==> src/rtl/mby_gmm_pkg.sv <==
// Shared types for the GCM shared-memory watermark path: broadcast struct,
// hysteresis state encoding and default sizing.
package mby_gmm_pkg;

  localparam int GMM_NUM_PORTS = 16;
  localparam int GMM_CNT_W     = 16;

  typedef enum logic {
    NORMAL    = 1'b0,
    CONGESTED = 1'b1
  } wm_state_e;

  typedef struct packed {
    logic                     valid;
    logic [GMM_NUM_PORTS-1:0] port_wm;
    logic                     shared_wm;
  } mby_cm_shared_mem_rx_wm_t;

endpackage

==> src/rtl/mby_gcm_wm_hyst.sv <==
// One saturating segment counter with its hysteresis FSM. The counter updates
// one edge after the event; the FSM compares the registered count one edge later.
module mby_gcm_wm_hyst
  import mby_gmm_pkg::*;
#(
  parameter int CNT_W = GMM_CNT_W,
  parameter int DLT_W = 4
) (
  input  logic             clk,
  input  logic             rst_n_i,
  input  logic [DLT_W-1:0] inc_i,
  input  logic [DLT_W-1:0] dec_i,
  input  logic [CNT_W-1:0] cfg_hi_i,
  input  logic [CNT_W-1:0] cfg_lo_i,
  output logic             wm_o,
  output logic             change_o,
  output logic             underflow_o,
  output logic             overflow_o
);

  localparam int PAD = CNT_W + 1 - DLT_W;

  logic [CNT_W-1:0] cnt_q, cnt_d;
  logic [CNT_W:0]   inc_ext, dec_ext, up, net;
  wm_state_e        state_q, state_d;

  // NOTE: every signal assigned in always_comb gets a default first, so no
  // path through the block can leave it unassigned and infer a latch.
  always_comb begin
    inc_ext     = {{PAD{1'b0}}, inc_i};
    dec_ext     = {{PAD{1'b0}}, dec_i};
    up          = {1'b0, cnt_q} + inc_ext;
    net         = up - dec_ext;
    cnt_d       = cnt_q;
    underflow_o = 1'b0;
    overflow_o  = 1'b0;
    if (dec_ext > up) begin
      cnt_d       = '0;
      underflow_o = 1'b1;
    end else if (net[CNT_W]) begin
      cnt_d      = '1;
      overflow_o = 1'b1;
    end else begin
      cnt_d = net[CNT_W-1:0];
    end
  end

  // The hi compare wins, so a misconfigured lo >= hi never clears a count at or above hi.
  always_comb begin
    state_d = state_q;
    if (cnt_q >= cfg_hi_i) begin
      state_d = CONGESTED;
    end else if (state_q == CONGESTED && cnt_q <= cfg_lo_i) begin
      state_d = NORMAL;
    end
  end

  assign change_o = (state_d != state_q);
  assign wm_o     = (state_q == CONGESTED);

  // NOTE: sequential state uses non-blocking assignments so every register
  // samples the pre-edge values of its neighbours, matching flop behaviour.
  always_ff @(posedge clk) begin
    if (!rst_n_i) begin
      cnt_q   <= '0;
      state_q <= NORMAL;
    end else begin
      cnt_q   <= cnt_d;
      state_q <= state_d;
    end
  end

endmodule

==> src/rtl/mby_gcm_rx_wm_gen.sv <==
// Shared-memory RX watermark generator: per-port and shared-pool hysteresis,
// sticky error flags and a periodic refresh of the broadcast to IGR.
module mby_gcm_rx_wm_gen
  import mby_gmm_pkg::*;
#(
  parameter int NUM_PORTS = GMM_NUM_PORTS,
  parameter int CNT_W     = GMM_CNT_W,
  parameter int DLT_W     = 4,
  parameter int REF_W     = 16
) (
  input  logic                                  clk,
  input  logic                                  rst,
  input  logic                                  alloc_valid,
  input  logic [$clog2(NUM_PORTS)-1:0]          alloc_port,
  input  logic [DLT_W-1:0]                      alloc_seg,
  input  logic                                  free_valid,
  input  logic [$clog2(NUM_PORTS)-1:0]          free_port,
  input  logic [DLT_W-1:0]                      free_seg,
  input  logic [CNT_W-1:0]                      cfg_port_hi,
  input  logic [CNT_W-1:0]                      cfg_port_lo,
  input  logic [CNT_W-1:0]                      cfg_shr_hi,
  input  logic [CNT_W-1:0]                      cfg_shr_lo,
  input  logic [REF_W-1:0]                      cfg_refresh,
  output logic [$bits(mby_cm_shared_mem_rx_wm_t)-1:0] rx_wm,
  output logic                                  err_underflow,
  output logic                                  err_overflow
);

  localparam int PORT_W = $clog2(NUM_PORTS);

  logic [NUM_PORTS-1:0] port_wm, port_chg, port_unf, port_ovf;
  logic                 shr_wm, shr_chg, shr_unf, shr_ovf;
  logic [DLT_W-1:0]     shr_inc, shr_dec;
  logic                 ref_expire, valid_d, valid_q;
  logic [REF_W-1:0]     ref_q, ref_d;
  logic                 err_unf_q, err_ovf_q;
  mby_cm_shared_mem_rx_wm_t rx_wm_s;

  for (genvar p = 0; p < NUM_PORTS; p++) begin : g_port
    mby_gcm_wm_hyst #(.CNT_W(CNT_W), .DLT_W(DLT_W)) u_hyst (
      .clk         (clk),
      .rst_n_i     (rst),
      .inc_i       ((alloc_valid && alloc_port == PORT_W'(p)) ? alloc_seg : '0),
      .dec_i       ((free_valid && free_port == PORT_W'(p)) ? free_seg : '0),
      .cfg_hi_i    (cfg_port_hi),
      .cfg_lo_i    (cfg_port_lo),
      .wm_o        (port_wm[p]),
      .change_o    (port_chg[p]),
      .underflow_o (port_unf[p]),
      .overflow_o  (port_ovf[p])
    );
  end

  // The pool sees every event regardless of port, netting both deltas in one update.
  assign shr_inc = alloc_valid ? alloc_seg : '0;
  assign shr_dec = free_valid ? free_seg : '0;

  mby_gcm_wm_hyst #(.CNT_W(CNT_W), .DLT_W(DLT_W)) u_shr_hyst (
    .clk         (clk),
    .rst_n_i     (rst),
    .inc_i       (shr_inc),
    .dec_i       (shr_dec),
    .cfg_hi_i    (cfg_shr_hi),
    .cfg_lo_i    (cfg_shr_lo),
    .wm_o        (shr_wm),
    .change_o    (shr_chg),
    .underflow_o (shr_unf),
    .overflow_o  (shr_ovf)
  );

  // A count that reached 0 while refresh was disabled fires at once when re-enabled.
  assign ref_expire = (cfg_refresh != '0) && (ref_q <= REF_W'(1));
  assign valid_d    = (|port_chg) | shr_chg | ref_expire;

  always_comb begin
    ref_d = ref_q;
    if (valid_d) begin
      ref_d = cfg_refresh;
    end else if (ref_q != '0) begin
      ref_d = ref_q - REF_W'(1);
    end
  end

  // NOTE: reset is synchronous and active-low, sampled only on the clock edge.
  always_ff @(posedge clk) begin
    if (!rst) begin
      valid_q   <= 1'b0;
      ref_q     <= cfg_refresh;
      err_unf_q <= 1'b0;
      err_ovf_q <= 1'b0;
    end else begin
      valid_q   <= valid_d;
      ref_q     <= ref_d;
      err_unf_q <= err_unf_q | (|port_unf) | shr_unf;
      err_ovf_q <= err_ovf_q | (|port_ovf) | shr_ovf;
    end
  end

  always_comb begin
    rx_wm_s           = '0;
    rx_wm_s.valid     = valid_q;
    rx_wm_s.port_wm   = port_wm;
    rx_wm_s.shared_wm = shr_wm;
  end

  assign rx_wm         = rx_wm_s;
  assign err_underflow = err_unf_q;
  assign err_overflow  = err_ovf_q;

endmodule

==> config.mk <==
export PLATFORM = sky130hd
export DESIGN_NAME = mby_gcm_rx_wm_gen
export DESIGN_NICKNAME = d
export VERILOG_FILES = /design/src/rtl/mby_gmm_pkg.sv /design/src/rtl/mby_gcm_wm_hyst.sv /design/src/rtl/mby_gcm_rx_wm_gen.sv
export SDC_FILE = /design/constraint.sdc
export NUM_CORES = 2
export LEC_CHECK = 0
export BUFFER_PORTS_ARGS = -buffer_cell sky130_fd_sc_hd__buf_2
export CORE_MARGIN = 4
export CORE_UTILIZATION = 50
export DETAILED_ROUTE_END_ITERATION = 16
export PLACE_DENSITY_LB_ADDON = 0.05
export SKIP_LAST_GASP = 1
export SLEW_MARGIN = 20
export SYNTH_ARGS = -nofsm -noshare
export SYNTH_HDL_FRONTEND = slang
export SYNTH_HIERARCHICAL = 1
export SYNTH_SLANG_ARGS = --single-unit
==> constraint.sdc <==
create_clock -name clk -period 7.5 [get_ports clk]
set_input_delay 2.25 -clock clk [delete_from_list [all_inputs] [get_ports clk]]
set_output_delay 2.25 -clock clk [all_outputs]
set_load 0.005 [all_outputs]
==> impl_metrics.yaml <==
floorplan:
  dieArea_sq_um: 85600
  core_sq_um: 80400
  die_w_microns: 293
  initial_core_util_pct: 50.4
  rows: 104
  boundaryPins: 120
  die-height_microns: 293
power_and_ir_drop:
  switchingPower_mw: 6.69
  power.density_nw_per_um2: 322
  p_int_mw: 7.40
  ir_drop_mv: 0.250
  leakage_nw: 21.5
  totalPowerFinal_mw: 14.1
  power_frac_comb_pct: 60.8
  sw_frac_of_total_pct: 47.5
  clockPowerShare_pct: 14.6
  pwr-share-seq_pct: 24.6
cells_and_area:
  drive_above_1_share_pct: 12.9
  area_growth_syn_to_layout_pct: 8.01
  num-nets-final: 5885
  finalCoreUtilization_pct: 54.4
  fin_area_sq_um: 43700
global_routing:
  gr-usage-all-layers_pct: 30.1
  grt_pass1_vias: 33410
  grt_max_degree: 22
  grt_overflow: 0
  antenna_found_initial: 9
  grt_pass1_wl_mm: 201
worst_setup_path:
  worstReg2RegEnd: "ref_q[12]"
  slowest_stage: "nor2_1"
  reg2regPathDepth: 15
  critPathCapture: "err_overflow"
  crit_path_start: "alloc_valid"
  critPathMaxStageDelay_ns: 0.49
  r2r-start: "g_port[5].u_hyst/cnt_q[0]"
  cp_cell_sequence: "buf_2 > nand3b_1 > nor2_1 > and2_1 > ha_1 > inv_1 > fa_1 > inv_1 > ha_1 > a21o_1 > a21o_1 > a211oi_2 > nand3_1 > nor3_2 > and2_1 > nor2_1 > nor4_1 > buf_4 > nand3_1 > nor4_1 > nor2_1"
  crit_arrival_ns: 7.12
  path_buf_inv: 4
  crit_type: "in2reg"
  rrSetupSlack_ns: 2.64
  cp_num_cells: 21
  crit_required_ns: 7.95
  cp_max_fo: 8
  critPathLaunchType: "primary input"
  crit_top_cell: "nor2_1"
  worst_path_dominant_cell_family: "simple AND/OR/NAND/NOR gates"
  crit_path_end_kind: "register"
synthesis:
  syn-cell-area_sq_um: 40500
  ys_types: 64
  yosysMostFrequentCell: "inv_1"
  syn_avg_cell_area_sq_um: 8.24
  ys.flop_type: "dfxtp_1"
  synth_edf_count: 16
  synth_commonest_cells: "736 x inv_1, 682 x ha_1, 382 x xnor2_1, 292 x dfxtp_1, 255 x a21o_1"
  synthTopCellsByArea: "ha_1 21%, dfxtp_1 14%, xnor2_1 8.3%, inv_1 6.8%, a21o_1 4.7%"
  yosysTopAreaCell: "ha_1"
  synth_seq_cells: 308
  mappedNetlistNets: 5732
  ys_seq_area_share_pct: 15.6
  synth_top_area_share_pct: 21.1
  synth_cells: 4916
  synthArstFlopShare_pct: 0
  ys_warn_count: 6
drt:
  num_vias: 35514
  drt-total-wl_mm: 132
  drt_iter0_markers: 2257
  antenna_left: 0
  viasPerCell: 5.77
  drtPass1Iterations: 6
  wl_per_cell_microns: 21.5
  drc: 0
sta:
  fin_ws_ns: 0.830
  tightest_slew_ns: 0.967
  maxSlewViolCount: 0
  rsz0062_at_grt: "false"
  fin_crit_sh_pct: 88.9
  max_freq_ghz: 0.150
  relSlewSlack_pct: 35.5
  finalSetupTns_ns: 0
  period_needed_ns: 6.67
  setup_violations: 0
  hold_viol_final: 0
  skew_ns: 0.0136
clocking:
  insertion_delay_ns: 0.58
  cts_setup_buffers: 0
  cts_hold_buffers: 0
  cts.sink_count: 308
  numCtsBuffers: 44
  post_cts_resize_count: 0
  ctsHtreeMaxLevel: 2
  tritoncts: "built"
  clockRootBuffer: "clkbuf_16"
  path_clk_slew_ns: 0.06
  clk_path_buf_depth: 3
placement:
  hpwl_mm: 97.4
  placed_area_sq_um: 42400
  port_buffers: 119
  place_ws_ns: 0.284
  routabilityCongestion: 0.920
run:
  max-cap-violations: 0
worst_hold_path:
  min_path_type: "reg2reg"
run_status:
  outcome: "complete, no violations"
## layout by cell type (no fill, tap or decap), types with 18 or more instances in the layout
cell type,synthesis,routed
nand2b_1,72,72
ha_1,682,682
a21o_1,255,255
nor3_1,112,112
and2_1,204,204
xnor2_1,382,382
inv_1,736,736
nand2_1,158,158
a21oi_1,221,221
nor2b_1,51,51
a21oi_2,170,170
nand4_1,139,139
clkbuf_16,0,45
a211oi_1,35,35
nand4b_1,18,18
nor2_1,207,207
fa_1,34,34
o21ai_0,170,170
and3_1,85,85
nor3_2,34,34
or3b_2,19,19
and4_1,51,51
xor2_1,91,91
dfxtp_1,292,292
a211oi_2,34,34
a31oi_1,52,52
nand3b_1,21,21
nand3_1,127,127
buf_4,19,81
clkbuf_1,26,19
mux2i_1,36,36
buf_2,17,119
## routing by layer
metal,track usage (%),up-vias,share of wire [%]
met5,0,-,0.0053
met4,9.78,2,3.7
met3,3.49,226,6.4
met2,48.4,993,44
met1,42.1,16704,46
li1,-,17589,-
## area by class of cell
cell class / count / area (sq um)
fill: 7776 / 36700
tap: 1060 / 1330
inverter: 736 / 2760
antenna: 2 / 5.00
clock inverter: 2 / 35.0
multi-input combinational: 3775 / 30700
clock buffer: 73 / 1320
timing repair buffer: 204 / 1280
sequential: 308 / 6330
## worst min-delay path, stage by stage (launching register included)
cell,delay (ns)
dfxtp_1,0.38
xnor2_1,0.21
a21oi_2,0.05
## through the flow
stage / instances / hold slack [ns]
4_1_cts: 6158 / 0.688
3_3_place_gp: 6083 / 0.673
2_1_floorplan: 4916 / 0.554
3_5_place_dp: 6083 / 0.673
5_1_grt: 6158 / 0.730
6_report: 6160 / 0.691
## power groups by stage
stage | combinational, mW | clock, mW | sequential (mW)
floorplan | 7.10 | 0 | 2.91
global placement | 8.41 | 0 | 3.48
detailed placement | 8.48 | 0 | 3.48
CTS | 8.54 | 2.11 | 3.45
global route | 9.58 | 2.17 | 3.58
finish | 8.57 | 2.05 | 3.47
## cells by family (layout without fill, tap and decap cells)
logic type,after synthesis,count (layout),synth area share (%)
buf+inv,833,1015,8.62
other cells,0,2,0
fa+ha+maj,716,716,22.8
compound gates,1158,1158,21.2
xor+xnor,473,473,10.2
flops,308,308,15.6
mux,50,50,1.35
simple gates,1378,1378,20.2
## flip-flops by register name, indices dropped and copies added (netlist names)
register             flops
g_port.u_hyst/wm_o      16
u_shr_hyst/wm_o          1
g_port.u_hyst/cnt_q    256
valid_q                  1
err_underflow            1
err_overflow             1
u_shr_hyst/cnt_q        16
ref_q                   16
## how the worst min path moves through the flow
stage,from,end,cells after the start
final,g_port[12].u_hyst/cnt_q[6],g_port[12].u_hyst/cnt_q[6],2
after global routing,g_port[12].u_hyst/cnt_q[6],g_port[12].u_hyst/cnt_q[6],2
after CTS,g_port[8].u_hyst/cnt_q[14],g_port[8].u_hyst/cnt_q[14],3
after detailed placement,g_port[8].u_hyst/cnt_q[14],g_port[8].u_hyst/cnt_q[14],3
after global placement,g_port[13].u_hyst/cnt_q[14],g_port[13].u_hyst/cnt_q[14],3
after floorplan,err_underflow,err_underflow,4
Power figures use the tool's default switching activity.
